`config.mk`:
```
export PLATFORM = sky130hd
export DESIGN_NAME = decrypt_arbiter
export DESIGN_NICKNAME = d
export VERILOG_FILES = /design/src/rtl/decrypt_arbiter.sv
export SDC_FILE = /design/constraint.sdc
export NUM_CORES = 1
export LEC_CHECK = 0
export ABC_CLOCK_PERIOD_IN_PS = 2800
export CORE_MARGIN = 5
export CORE_UTILIZATION = 42
export DETAILED_ROUTE_END_ITERATION = 12
export PLACE_DENSITY_LB_ADDON = 0.12
export SLEW_MARGIN = 20
export SYNTH_ARGS = -nofsm -noshare
export SYNTH_HDL_FRONTEND = slang
export SYNTH_SLANG_ARGS = --single-unit
```
`constraint.sdc`:
```
create_clock -name clock -period 2.8 [get_ports clock]
set_clock_uncertainty 0.05 [all_clocks]
set_input_delay 0.56 -clock clock [delete_from_list [all_inputs] [get_ports clock]]
set_output_delay 0.56 -clock clock [all_outputs]
set_load 0.02 [all_outputs]
```
`src/rtl/decrypt_arbiter.sv`:
```
// decrypt_arbiter: round-robin front end sharing one pipelined decryption core,
// with a flush/flush_done quiesce handshake. Optional counters: DECRYPT_ARB_PERF_EN.
module decrypt_arbiter #(
  parameter int N    = 8,
  parameter int NREQ = 4,
  parameter int LAT  = 2,
  localparam int IW  = (NREQ > 1) ? $clog2(NREQ) : 1
) (
  input  logic              clock,
  input  logic              reset,
  input  logic [NREQ-1:0]   req_valid,
  input  logic [NREQ*N-1:0] req_key,
  input  logic [NREQ*N-1:0] req_e_data,
  output logic [NREQ-1:0]   req_ready,
  output logic [N-1:0]      core_key,
  output logic [N-1:0]      core_e_data,
  input  logic [N-1:0]      core_data,
  output logic              rsp_valid,
  output logic [IW-1:0]     rsp_id,
  output logic [N-1:0]      rsp_data,
  input  logic              flush,
  output logic              flush_done,
  output logic [1:0]        dbg_state
`ifdef DECRYPT_ARB_PERF_EN
  ,
  output logic [NREQ*16-1:0] perf_grants
`endif
);

  // Handshake: a request transfers on a rising edge where req_valid[i] & req_ready[i];
  // req_ready is at most one-hot and only offered in RUN with flush low.
  typedef enum logic [1:0] {
    RUN   = 2'd0,
    DRAIN = 2'd1,
    HOLD  = 2'd2
  } state_t;

  state_t                   state;
  logic [IW-1:0]            rr_ptr;
  logic [NREQ-1:0]          grant;
  logic [IW-1:0]            grant_id;
  logic                     xfer;
  logic [N-1:0]             sel_key;
  logic [N-1:0]             sel_e_data;
  logic                     issue_v;
  logic [IW-1:0]            issue_id;
  logic [LAT-1:0]           tag_v;
  logic [LAT-1:0][IW-1:0]   tag_id;
  logic                     pipe_busy;

  // Two passes: first from rr_ptr upward, then wrap to the low indices.
  always_comb begin
    grant      = '0;
    grant_id   = '0;
    sel_key    = '0;
    sel_e_data = '0;
    if (!reset && state == RUN && !flush) begin
      for (int i = 0; i < NREQ; i++) begin
        if (grant == '0 && req_valid[i] && IW'(i) >= rr_ptr) begin
          grant[i]   = 1'b1;
          grant_id   = IW'(i);
          sel_key    = req_key[i*N +: N];
          sel_e_data = req_e_data[i*N +: N];
        end
      end
      for (int i = 0; i < NREQ; i++) begin
        if (grant == '0 && req_valid[i]) begin
          grant[i]   = 1'b1;
          grant_id   = IW'(i);
          sel_key    = req_key[i*N +: N];
          sel_e_data = req_e_data[i*N +: N];
        end
      end
    end
  end

  assign xfer      = |grant;
  assign req_ready = grant;
  assign pipe_busy = issue_v | (|tag_v);
  assign dbg_state = state;

  // issue_* sits alongside the core input register, so the tag reaches the
  // response register together with the matching core_data.
  always_ff @(posedge clock or posedge reset) begin
    if (reset) begin
      state       <= RUN;
      rr_ptr      <= '0;
      core_key    <= '0;
      core_e_data <= '0;
      issue_v     <= 1'b0;
      issue_id    <= '0;
      tag_v       <= '0;
      tag_id      <= '0;
      rsp_valid   <= 1'b0;
      rsp_id      <= '0;
      rsp_data    <= '0;
      flush_done  <= 1'b0;
    end else begin
      if (xfer) begin
        core_key    <= sel_key;
        core_e_data <= sel_e_data;
        rr_ptr      <= (grant_id == IW'(NREQ-1)) ? '0 : grant_id + IW'(1);
      end
      issue_v   <= xfer;
      issue_id  <= grant_id;
      tag_v[0]  <= issue_v;
      tag_id[0] <= issue_id;
      for (int j = 1; j < LAT; j++) begin
        tag_v[j]  <= tag_v[j-1];
        tag_id[j] <= tag_id[j-1];
      end
      rsp_valid <= tag_v[LAT-1];
      if (tag_v[LAT-1]) begin
        rsp_id   <= tag_id[LAT-1];
        rsp_data <= core_data;
      end

      // An empty pipe here means the response register empties on this edge.
      case (state)
        RUN: begin
          if (flush) state <= DRAIN;
        end
        DRAIN: begin
          if (!flush) begin
            state <= RUN;
          end else if (!pipe_busy) begin
            state      <= HOLD;
            flush_done <= 1'b1;
          end
        end
        HOLD: begin
          if (!flush) begin
            state      <= RUN;
            flush_done <= 1'b0;
          end
        end
        default: begin
          state      <= RUN;
          flush_done <= 1'b0;
        end
      endcase
    end
  end

`ifdef DECRYPT_ARB_PERF_EN
  logic [NREQ-1:0][15:0] perf_cnt;

  always_ff @(posedge clock or posedge reset) begin
    if (reset) begin
      perf_cnt <= '0;
    end else if (flush_done) begin
      perf_cnt <= '0;
    end else begin
      for (int i = 0; i < NREQ; i++) begin
        if (grant[i] && perf_cnt[i] != 16'hFFFF) perf_cnt[i] <= perf_cnt[i] + 16'd1;
      end
    end
  end

  assign perf_grants = perf_cnt;
`endif

endmodule
```
# Yosys cells after proc, flatten, opt, wreduce, memory -nomap -nowiden
# Index checks and enable logic that the tools add are counted.
# W data, S select, Z words.
classes:
  addsub: 1
  magnitude_cmp: 4
  eq_ne: 8
  muxes: 52
  bitwise_logic: 3
  n_reduce_logical: 26
ops:
  columns: ["operator", "count"]
  rows:
  - ["$mux W8", 18]
  - ["$mux W2", 12]
  - ["$mux W1", 19]
  - ["$logic_not A4 Y1", 4]
  - ["$logic_and A1 B1 Y1", 13]
  - ["$ne A2 B2 Y1 const B", 4]
  - ["$pmux W2 S3", 1]
  - ["$eq A2 B2 Y1 const B", 2]
  - ["$ge A1 B2 Y1 const A", 2]
  - ["$ge A2 B2 Y1 const A", 2]
  - ["$logic_not A2 Y1", 2]
  - ["$mux W4", 1]
  - ["$reduce_and A4 Y1", 1]
  - ["$reduce_or A4 Y1", 1]
  - ["$logic_not A3 Y1", 1]
  - ["$ne A3 B3 Y1 const B", 1]
  - ["$pmux W1 S3", 1]
  - ["$reduce_and A3 Y1", 1]
  - ["$add A2 B1 Y2 const B", 1]
  - ["$eq A2 B1 Y1 const B", 1]
  - ["$logic_not A1 Y1", 2]
  - ["$not A1 Y1", 2]
  - ["$reduce_or A2 Y1", 1]
  - ["$or A1 B1 Y1", 1]
word_totals:
  regBits: 41

# Logic depth before layout (Yosys ltp)
depth:
  ltp_word: 37
  ltp_mapped: 8

# Least setup slack after synthesis
# Ideal clock, no wire load.
synth_path:
  path_type: "input to output"
  from: "input port reset"
  to: "output port req_ready[1]"
  t_arrival_ns: 1.793
  t_required_ns: 2.190
  setup_slack_ns: 0.397
  path_stages: 5
  path_buffers: 1
  cell_sequence: "or4_1 -> buf_2 -> o21bai_1 -> a221oi_4 -> o21a_2"
synth_between:
  elab_chain_cells: 4
synth_rtl:
  columns: ["item", "line", "text"]
  rows:
  - ["start: declaration", "10", "input logic reset,"]
  - ["$logic_not A1 Y1 (no source line)", null, null]
  - ["$logic_and A1 B1 Y1 (2 in a row)", "57", "if (!reset && state == RUN && !flush) begin"]
  - ["$mux W4", "57", null]
  - ["end: declaration", "14", "output logic [NREQ-1:0] req_ready,"]
# No other way between the ends.

# Final worst setup path
layout_path:
  from: "input port req_valid[0]"
  to: "output port req_ready[1]"
layout_between:
  elab_chain_cells: 27
layout_rtl:
  columns: ["item", "line", "text"]
  rows:
  - ["start: declaration", "11", "input logic [NREQ-1:0] req_valid,"]
  - ["$logic_and A1 B1 Y1", "59", "if (grant == '0 && req_valid[i] && IW'(i) >= rr_ptr) begin"]
  - ["$mux W1", "59", null]
  - ["$mux W1", "57", null]
  - ["$not A1 Y1", "59", null]
  - ["$logic_and A1 B1 Y1 (2 in a row)", "59", null]
  - ["$mux W1", "59", null]
  - ["$mux W1", "57", null]
  - ["$logic_not A2 Y1", "59", null]
  - ["[10 not listed]", null, null]
  - ["$logic_and A1 B1 Y1", "67", "if (grant == '0 && req_valid[i]) begin"]
  - ["$mux W1", "67", null]
  - ["$mux W1", "57", null]
  - ["$logic_not A4 Y1", "67", null]
  - ["$logic_and A1 B1 Y1", "67", null]
  - ["$mux W1 *", "67", null]
  - ["$mux W1 *", "57", null]
  - ["$mux W4 *", "57", null]
# Mark *: on every way between the ends. The rest lies on a longest branch, timed or not. The select of a mux whose other input is x is not followed.

==> out/results.txt <==
Critical path buffers and inverters -> 2
DRT Pass-1 Iters -> 5
core region area -> 5920 µm²
reg-to-reg setup timing slack -> 0.72 ns
Hold Crit Class -> input port to asynchronous set/reset pin
initial antenna violation count -> 0
TritonCTS Sinks -> 41
family with the most delay on the worst path -> simple AND/OR/NAND/NOR gates
Synth top area share -> 40.0%
PwrDens -> 756 nW/µm²
pin count of the biggest net entering global routing -> 25
slowest cell on the critical path -> clkdlybuf4s50_1
# rows -> 28
Netlist cell types -> 43
max incr delay on CP -> 0.42 ns
die height -> 88.1 µm
CP Class -> input port to output port
pre-CTS WS -> -0.556 ns
Initial Util -> 43.3%
number of synthesized flops with an enable pin -> 0
cell taking the most area after synthesis -> dfrtp_1
Tot GR Track Use -> 24.9%
Die Footprint -> 7770 µm²
Vias/cell -> 5.98
Async SR Flop Fraction -> 100%
Nets -> 492
clock root buffer master -> clkbuf_8
Worst setup EP type -> output port
post-route ant nets -> 0
Post-Route Hold Slack -> 0.269 ns
CTS Buffer Depth -> 2
CP required -> 2.19 ns
Max Cap Viol -> 0
initial drt markers -> 252
Final Core Density -> 69.1%
Hold Vio Cnt, Final -> 0
period utilisation layout -> 97.3%
critical path startpoint category -> input port
Yosys reg bits -> 41
start of the worst register-to-register path -> dbg_state[1]
yosys warns -> 0
Crit path arrival time -> 2.11 ns
reg-to-reg endpoint -> core_e_data[5]
DP HPWL -> 6.84 mm
cell leakage power -> 1.67 nW
DRC -> 0
Post-Synthesis Cells -> 284
clock slew at reported path FFs -> 0.09 ns
Finished Layout Cells -> 488
final setup violation count -> 0
total global routing overflow -> 0
post-synthesis sequential area ratio -> 40.0%
cts hold-fix bufs -> 0
share of cells above drive strength 1 -> 19.4%
Tmin final -> 2.72 ns
Slew Limit Headroom -> 53.1%
detailed-route via count -> 2920
Reg2Reg Depth -> 6
syn_nets -> 363
design area -> 4090 µm²
CP max FO -> 2
Area contributors post-synth -> dfrtp_1 (40%), o22ai_1 (6.8%), nand3_1 (5.9%)
number of antenna diodes -> 0
routability cong. -> 0.985
CTS Buf Count -> 5
PnR worst setup slack -> 0.0765 ns
f_max -> 367 MHz
Area Growth Syn to Fin -> 59.7%
clock latency on the worst-skew pair -> 0.30 ns
crit-path cells -> clkdlybuf4s50_1 -> nor2b_1 -> or3_1 -> a221oi_4 -> o21a_2 -> buf_6
num ports -> 113
Max Transition Viols Final -> 0
number of global-route vias before repair -> 3090
placed instance count -> 480
Cell Area, Synth -> 2560 µm²
global-route wire length before repair -> 15.1 mm
routed len/inst -> 19.6 µm
DRT Wirelength -> 9.55 mm
status -> complete, no violations
Top FF cell, synth -> dfrtp_1
# H-tree levels -> 2
# port buffers -> 112
Cell Area, Placed -> 3960 µm²
die width -> 88.1 µm
TritonCTS clock tree -> done
worst slew pin tran -> 0.704 ns
Max VDD drop -> 0.000373 V
Mean Syn Cell Area -> 9.03 µm²
## Yosys cell counts (all sizes together) (2+ instances only)
library cell	number
nand2b	2
o221a	2
o211ai	15
inv	6
nand3	30
a31oi	4
a211o	14
nor2b	3
a21o	3
o221ai	5
o21a	3
nand4	2
and3b	3
mux2	11
clkbuf	11
nand2	32
nor2	8
dfrtp	41
o21ai	17
buf	15
a21oi	17
o22ai	28
## worst reg2reg max path, stage by stage (launching register included)
cell and delay [ns]:
dfrtp_1 0.39, or4_4 0.55, buf_4 0.18, a21o_4 0.24, buf_4 0.24, a211o_1 0.26
o211ai_1 0.10
## cell families (layout without fill, tap and decap cells)
family	after synthesis	in the layout	synth area share [%]
AO/OA/AOI/OAI	114	114	33.3
AND/OR/NAND/NOR	86	86	16.2
flip-flops	41	41	40.0
buffers and inverters	32	161	5.71
multiplexers	11	11	4.83
## state kept, by name, summed over array words and instances (netlist names)
name and flops:
rsp_id 2, rsp_valid 1, rsp_data 8, dbg_state 2, tag_v 2, issue_v 1, rr_ptr 2, tag_id 4
core_key 8, core_e_data 8, issue_id 2, flush_done 1
## cells in the final DEF (no fill, tap or decap), types with 2 or more instances in the layout
cell	instances
o221ai_1	4
dlymetal6s2s_1	3
nand3_1	30
nor2_1	8
buf_12	3
dfrtp_1	41
o211ai_2	10
and3b_1	3
a31oi_1	4
a211o_1	14
mux2_2	11
a21oi_1	16
o211ai_1	5
o21ai_1	11
clkdlybuf4s50_1	105
inv_1	3
o21a_1	2
nand4_1	2
clkbuf_8	5
a21o_1	2
nand2b_1	2
buf_4	33
o22ai_1	28
nand2_1	32
nor2b_1	2
inv_2	3
o21ai_0	6
o221a_2	2
## routing by layer
| metal | GRT usage (%) | up-vias | wire [µm] |
|---|---|---|---|
| met5 | 0 | - | 0 |
| met4 | 8.38 | 0 | 199 |
| met3 | 5.64 | 27 | 916 |
| met2 | 42.3 | 213 | 4620 |
| met1 | 31.1 | 1338 | 3810 |
| li1 | - | 1342 | - |
## worst max-delay path by stage
stage	from	endpoint	slack, ns	cells after the start
2_1_floorplan	reset	req_ready[1]	0.40	5
3_3_place_gp	reset	req_ready[1]	-0.54	6
3_5_place_dp	reset	req_ready[1]	-0.56	6
4_1_cts	reset	req_ready[1]	-0.07	6
5_1_grt	req_valid[0]	req_ready[2]	-0.05	7
6_report	req_valid[0]	req_ready[1]	0.08	6
## power breakdown
group	leakage [nW]	switching (mW)	internal [mW]
registers	0.515	0.126	0.785
logic	1.10	0.907	0.802
clock network	0.0540	0.217	0.259
## through the flow
| stage | power (mW) | setup TNS, ns |
|---|---|---|
| 3_5_place_dp | 2.61 | -1.41 |
| 4_1_cts | 3.08 | -0.0696 |
| 6_report | 3.10 | 0 |
| 3_3_place_gp | 2.58 | -1.39 |
| 5_1_grt | 3.27 | -0.0526 |
| 2_1_floorplan | 1.82 | 0 |
## final cells by class
type	instances	area, µm²
multi-input cells	211	1420
flip-flops and latches	41	1030
clock inverters	2	35.0
repair buffers	148	1430
inverters	6	22.5
well taps	75	93.8
clock buffers	5	68.8
fillers	487	1830
## what timing repair did
| item | CTS | global route |
|---|---|---|
| resized for setup | 12 | 7 |
| pin swaps | 0 | 1 |
| setup endpoints to repair | 4 | 3 |
| buffers inserted | 0 | 1 |
No activity file was read; power rests on OpenSTA's default activity.
